### src/rtl/mp_add_seq.sv
// rtl/mp_add_seq.sv - word-serial multi-precision add/subtract through a shared external 32-bit adder
module mp_add_seq #(
    parameter int WORDS = 4
) (
    input  logic                  clk,
    input  logic                  rst_n,
    input  logic                  start,
    input  logic                  op_sub,
    input  logic [32*WORDS-1:0]   a,
    input  logic [32*WORDS-1:0]   b,
    output logic                  busy,
    output logic                  done,
    output logic [32*WORDS-1:0]   result,
    output logic                  carry_out,
    output logic                  overflow,
    output logic [31:0]           add_x,
    output logic [31:0]           add_y,
    output logic                  add_cin,
    input  logic [31:0]           add_sum,
    input  logic                  add_c32
);

    localparam int N     = 32 * WORDS;
    // One extra count of headroom so the post-increment index never wraps.
    localparam int IDX_W = (WORDS > 1) ? $clog2(WORDS + 1) : 1;

    typedef enum logic [1:0] {
        IDLE = 2'd0,
        RUN  = 2'd1,
        DONE = 2'd2
    } state_t;

    state_t           state_q, state_d;
    logic [IDX_W-1:0] idx_q, idx_d;
    logic             carry_q, carry_d;
    logic             op_sub_q, op_sub_d;
    logic [N-1:0]     a_q, a_d;
    logic [N-1:0]     b_q, b_d;
    logic [N-1:0]     result_q, result_d;
    logic             carry_out_q, carry_out_d;
    logic             overflow_q, overflow_d;

    logic [31:0]      word_a;
    logic [31:0]      word_b;
    logic [31:0]      y_eff;

    always_ff @(posedge clk or negedge rst_n) begin
        if (!rst_n) begin
            state_q     <= IDLE;
            idx_q       <= '0;
            carry_q     <= 1'b0;
            op_sub_q    <= 1'b0;
            a_q         <= '0;
            b_q         <= '0;
            result_q    <= '0;
            carry_out_q <= 1'b0;
            overflow_q  <= 1'b0;
        end else begin
            state_q     <= state_d;
            idx_q       <= idx_d;
            carry_q     <= carry_d;
            op_sub_q    <= op_sub_d;
            a_q         <= a_d;
            b_q         <= b_d;
            result_q    <= result_d;
            carry_out_q <= carry_out_d;
            overflow_q  <= overflow_d;
        end
    end

    always_comb begin
        word_a = '0;
        word_b = '0;
        for (int w = 0; w < WORDS; w++) begin
            if (idx_q == IDX_W'(w)) begin
                word_a = a_q[w*32 +: 32];
                word_b = b_q[w*32 +: 32];
            end
        end
        // Subtraction is a + ~b + 1; the +1 enters via the carry seeded at start.
        y_eff = op_sub_q ? ~word_b : word_b;
    end

    always_comb begin
        state_d     = state_q;
        idx_d       = idx_q;
        carry_d     = carry_q;
        op_sub_d    = op_sub_q;
        a_d         = a_q;
        b_d         = b_q;
        result_d    = result_q;
        carry_out_d = carry_out_q;
        overflow_d  = overflow_q;
        add_x       = '0;
        add_y       = '0;
        add_cin     = 1'b0;

        case (state_q)
            IDLE, DONE: begin
                state_d = IDLE;
                if (start) begin
                    a_d      = a;
                    b_d      = b;
                    op_sub_d = op_sub;
                    idx_d    = '0;
                    carry_d  = op_sub;
                    state_d  = RUN;
                end
            end
            RUN: begin
                add_x   = word_a;
                add_y   = y_eff;
                add_cin = carry_q;
                for (int w = 0; w < WORDS; w++) begin
                    if (idx_q == IDX_W'(w)) begin
                        result_d[w*32 +: 32] = add_sum;
                    end
                end
                carry_d = add_c32;
                idx_d   = idx_q + IDX_W'(1);
                if (idx_q == IDX_W'(WORDS - 1)) begin
                    state_d     = DONE;
                    carry_out_d = add_c32;
                    overflow_d  = (word_a[31] == y_eff[31]) && (add_sum[31] != word_a[31]);
                end
            end
            default: begin
                state_d = IDLE;
            end
        endcase
    end

    assign busy      = (state_q == RUN);
    assign done      = (state_q == DONE);
    assign result    = result_q;
    assign carry_out = carry_out_q;
    assign overflow  = overflow_q;

endmodule

### config.mk
export PLATFORM = sky130hd
export DESIGN_NAME = mp_add_seq
export DESIGN_NICKNAME = d
export VERILOG_FILES = /design/src/rtl/mp_add_seq.sv
export SDC_FILE = /design/constraint.sdc
export NUM_CORES = 1
export LEC_CHECK = 0
export ABC_CLOCK_PERIOD_IN_PS = 2700
export BUFFER_PORTS_ARGS = -buffer_cell sky130_fd_sc_hd__buf_4
export CAP_MARGIN = 20
export CELL_PAD_IN_SITES_DETAIL_PLACEMENT = 0
export CELL_PAD_IN_SITES_GLOBAL_PLACEMENT = 1
export CORE_MARGIN = 2
export CORE_UTILIZATION = 40
export DETAILED_ROUTE_END_ITERATION = 10
export GPL_ROUTABILITY_DRIVEN = 0
export PLACE_DENSITY = 0.83
export SYNTH_ARGS = -nofsm -noshare
export SYNTH_HDL_FRONTEND = slang
export SYNTH_SLANG_ARGS = --single-unit
### constraint.sdc
create_clock -name clk -period 2.7 [get_ports clk]
set_input_delay 0.135 -clock clk [delete_from_list [all_inputs] [get_ports clk]]
set_output_delay 0.135 -clock clk [all_outputs]
set_load 0.02 [all_outputs]
* Word-level counts from Yosys, hierarchy flattened
Index checks and enable logic that the tools add are counted.
** Cells by class
- Add/sub/neg operators :: 1
- Eq/ne operators :: 9
- Muxes and demuxes :: 19
- Bitwise operators :: 1
- Reduce and logical (&&, ||, !) cells :: 11
** Operators with widths (count)
- $mux 32 :: 11
- $not 32->32 :: 1
- $reduce_and 2->1 :: 6
- $eq 3x2->1 const B :: 2
- $pmux 3 s2 :: 1
- $pmux 2 s2 :: 1
- $add 3x1->3 const B :: 1
- $eq 3x1->1 const B :: 1
- $logic_not 3->1 :: 1
- $mux 1 :: 3
- $mux 3 :: 1
- $eq 2x1->1 const B :: 1
- $eq 2x2->1 const B :: 1
- $logic_not 2->1 :: 1
- $mux 2 :: 1
- $ne 2x1->1 const B :: 1
- $ne 2x2->1 const B :: 1
- $pmux 1 s2 :: 1
- $reduce_bool 2->1 :: 1
- $reduce_or 2->1 :: 1
- $eq 1x1->1 :: 1
- $logic_and 1x1->1 :: 1
- $ne 1x1->1 :: 1
** Word-level totals
- Register bits :: 393
- Input bits :: 293
- Output and inout bits :: 197

* Logic depth before layout (Yosys ltp)
- Depth after elaboration :: 9
- Gate-level depth with buffers :: 10

* Worst setup path after synthesis
Ideal clock, no wire load.
- Path kind :: register -> output
- Start :: register idx_q[2]
- End :: output add_y[11]
- Data arrival time :: 2026 ps
- Data required time :: 2565 ps
- Slack :: 539 ps
- Cell stages (with the launch flop) :: 9
- Path buffers :: 3
- Path through :: dfrtp_1 -> buf_4 -> inv_1 -> ha_1 -> clkbuf_1 -> buf_1 -> o31ai_1 -> xnor2_1 -> nor2_1
** Between the ends
- Word-level cells in the longest chain between the ends :: 8
** Ends and longest elaborated chain
- start, declared :: line 34 : logic [IDX_W-1:0] idx_q, idx_d;
- start signal, assigned :: line 60 : idx_q <= idx_d;
- $logic_not 3->1 :: line 75 : if (idx_q == IDX_W'(w)) begin
- $mux 32 (3 in series) :: line 75
- $mux 32 * :: line 75
- $not 32->32 :: line 81 : y_eff = op_sub_q ? ~word_b : word_b;
- $mux 32 * :: line 81
- $mux 32 * :: line 98 : case (state_q)
- end, declared :: line 17 : output logic [31:0] add_y,
Every way passes the cells marked *; elsewhere a longest branch is shown, timed or not.

* Worst setup path after layout
- Start :: register idx_q[0]
- End :: output add_x[5]
** Between the ends
- Word-level cells in the longest chain between the ends :: 6
** Ends and longest elaborated chain
- $logic_not 3->1 :: line 75
- $mux 32 (3 in series) :: line 75
- $mux 32 * :: line 75
- $mux 32 * :: line 98
- end, declared :: line 16 : output logic [31:0] add_x,
Marks and branches as above.

==> results.tsv <==
metric	value	unit
die width	211	um
CP max-delay cell	dfrtp_2	
CP required	2570	ps
Synth Warn #	0	
gr usage total	24.0	%
CTS tree	done	
internal cell power	0.0214	W
pin count of the biggest net entering global routing	115	
grt total ovfl	0	
ranking of synthesized cells by area	dfrtp_1, mux2_2, nor2_1	
launch point of the worst path	idx_q[0]	
Pre-antenna DRT Iters	5	
unrepaired setup endpoints after global routing	yes	
I/O Pins	490	
synthesis-to-layout area growth	56.7	%
crit-path max FO	11	
Syn Area/Cell	13.4	um^2
sequential area share after synthesis	57.4	%
Sw Share	38.2	%
clock sink total	393	
CP startpoint kind	flip-flop	
hold slack	171	ps
clk slew on worst S/H paths	60	ps
Register-to-Register Setup Slack	320	ps
Critical Path, Cell by Cell	inv_4 > buf_4 > ha_4 > nor2b_4 > buf_12 > buf_6 > a221oi_1 > nor3_1 > a21oi_1 > nor2_1 > buf_4	
most common cell after layout, fill and taps aside	buf_4	
crit path to	add_x[5]	
Combinational Power Share	51.5	%
Peak VDD IR	0.000799	V
Critical Path Sink Type	output pin	
Syn Nets	1575	
synthesized area	17100	um^2
Final Critical Period	2730	ps
initial antenna violation count	5	
worst skew pair latency	550	ps
Initial Utilization	40.7	%
Critical Path Max Stage Delay	460	ps
mux cell area share after synthesis	26.5	%
most frequent cells in the layout	buf_4, dfrtp_1, mux2_2	
CTS max path bufs	3	
NetSw	0.0133	W
final setup margin	-30.6	ps
placed instance area	21600	um^2
Die H	211	um
Worst EP arrival	2600	ps
Post-route DRC	0	
root buffer cell	clkbuf_16	
HP Class	input pin to asynchronous set/reset pin	
failing checks	setup timing	
pwr dens	1290	nW/um^2
Reg power frac	31.3	%
Synth Register Bits	393	
initial DRC count	674	
post-detail-place hpwl	35.0	mm
post-synth top area cell	dfrtp_1	
Detail Route Antenna Nets	0	
wire per inst	20.8	um
most frequent CP cell	buf_4	
outcome	complete, but fails checks	
FP Rows	75	
nets	2379	
XOR/XNOR Fraction of Synth Area	0.613	%
first-pass GRT wire length	83.1	mm
Synth Area in Simple Gates	5.65	%
clock power share	17.2	%
Slew headroom	54.2	%
clk_skew	17.4	ps
full die area	44500	um^2
main combinational cell family by area after synthesis	multiplexers	
RR Startpoint	idx_q[0]	
Synth top area share	57.4	%
vias in the first global route	14800	
htree depth	2	
Tightest Pin Transition	687	ps
Detailed Route WL	55.2	mm
Port Buffers	489	
via count	13700	
Cells after Synth	1277	
CORE AREA	42100	um^2
fin crit share	101	%
average via count per standard cell	5.17	
Final Max Slew Viols	0	
layout cell share with drive strength beyond 1	51.9	%
Cell variety after synth	38	
cts bufs inserted	44	
area fraction in compound gates after synthesis	6.77	%
capturing point of the worst reg2reg path	overflow	
setup violators final	3	
critical path class	flip-flop to output pin	
Max Clk Rate	366	MHz
adder-cell share of the synthesized area	0.365	%
r2r worst-path depth	8	
Final Hold Viols	0	
P_leak	12.0	nW
max-cap viol count	0	
Non-Filler Cell Area, Final	26900	um^2
[how the worst min path moves through the flow]
stage / start / end / slack (ps) / depth (start not counted)
after global placement: rst_n / a_q[100] / 170 / 1
final: rst_n / a_q[100] / 170 / 2
after detailed placement: rst_n / a_q[100] / 180 / 1
after CTS: start / a_q[127] / 140 / 4
after global routing: start / a_q[127] / 170 / 4
after floorplan: rst_n / a_q[0] / -160 / 0
[per-layer routing]
layer | wire length (um) | global-route usage, % | vias up
met5 | 0 | 0 | -
met4 | 1980 | 9.88 | 0
met3 | 3220 | 4.71 | 122
met2 | 27800 | 41.3 | 502
met1 | 22200 | 29.5 | 6894
li1 | - | - | 6202
[sequential cells by signal, summed over array words and instances (netlist names)]
name and flops:
overflow 1, a_q 128, result 128, idx_q 3, state_q 2, b_q 128, carry_out 1, carry_q 1
op_sub_q 1
[final cells by class]
cell class / instances / area (um^2)
antenna: 5 / 12.5
clock buffer: 66 / 1310
fill: 2971 / 15300
timing repair buffer: 857 / 7610
tap: 539 / 674
sequential: 393 / 9840
multi-input combinational: 780 / 7260
inverter: 5 / 23.8
clock inverter: 9 / 125
[timing repair]
item | in CTS | in global routing
setup buffers | 19 | 8
pin swaps | 21 | 22
gates cloned | 3 | 3
endpoints found under the hold margin | 454 | 0
setup endpoints to repair | 64 | 64
resized for setup | 56 | 56
hold buffers | 292 | 0
[per-stage QoR]
stage,total power (W),setup TNS [ps],util [%],setup slack [ps],instances
2_1_floorplan,0.0204,0,-,539,1277
3_3_place_gp,0.0263,0,51.2,274,2249
3_5_place_dp,0.0266,0,51.2,250,2249
4_1_cts,0.0339,-224,62.7,-41.8,2638
5_1_grt,0.0365,-3860,63.7,-160,2654
6_report,0.0347,-49.2,63.7,-30.6,2654
[power by group through the flow]
stage                     combinational, W  sequential, W  clock [W]
after floorplan                    0.00890         0.0115          0
final                               0.0179         0.0108    0.00597
after detailed placement            0.0159         0.0108          0
after global placement              0.0156         0.0107          0
after CTS                           0.0171         0.0107    0.00611
after global routing                0.0190         0.0112    0.00632
[Yosys cell counts (all sizes together)]
cell type  count
dfrtp        393
mux2         386
nor2          92
a21oi         52
clkbuf        51
buf           48
a221oi        43
nand2         39
nor3          31
o21ai         24
a22oi         21
and3b         20
mux2i         19
o31ai         12
xnor2         12
nor2b          6
ha             5
inv            5
nand2b         3
nand3b         3
and2           2
and3           2
a2111oi        1
a22o           1
a31oi          1
nor3b          1
nor4b          1
o21bai         1
or2            1
or3b           1
[worst max-delay path, delay by kind of cell (launching register included)]
family	cells	cell delay [ps]
simple gates	3	550
compound gates	2	160
flops	1	460
buf+inv	5	720
fa+ha+maj	1	150
[cell families (layout without fill, tap and decap cells)]
| logic type | after synthesis | after routing |
|---|---|---|
| other | 0 | 5 |
| AND/OR/NAND/NOR | 202 | 202 |
| adder cells (fa/ha/maj) | 5 | 5 |
| XOR/XNOR | 12 | 12 |
| AO/OA/AOI/OAI | 156 | 156 |
| flip-flops | 393 | 393 |
| buffers and inverters | 104 | 937 |
| multiplexers | 405 | 405 |
No activity file was read; power rests on OpenSTA's default activity.
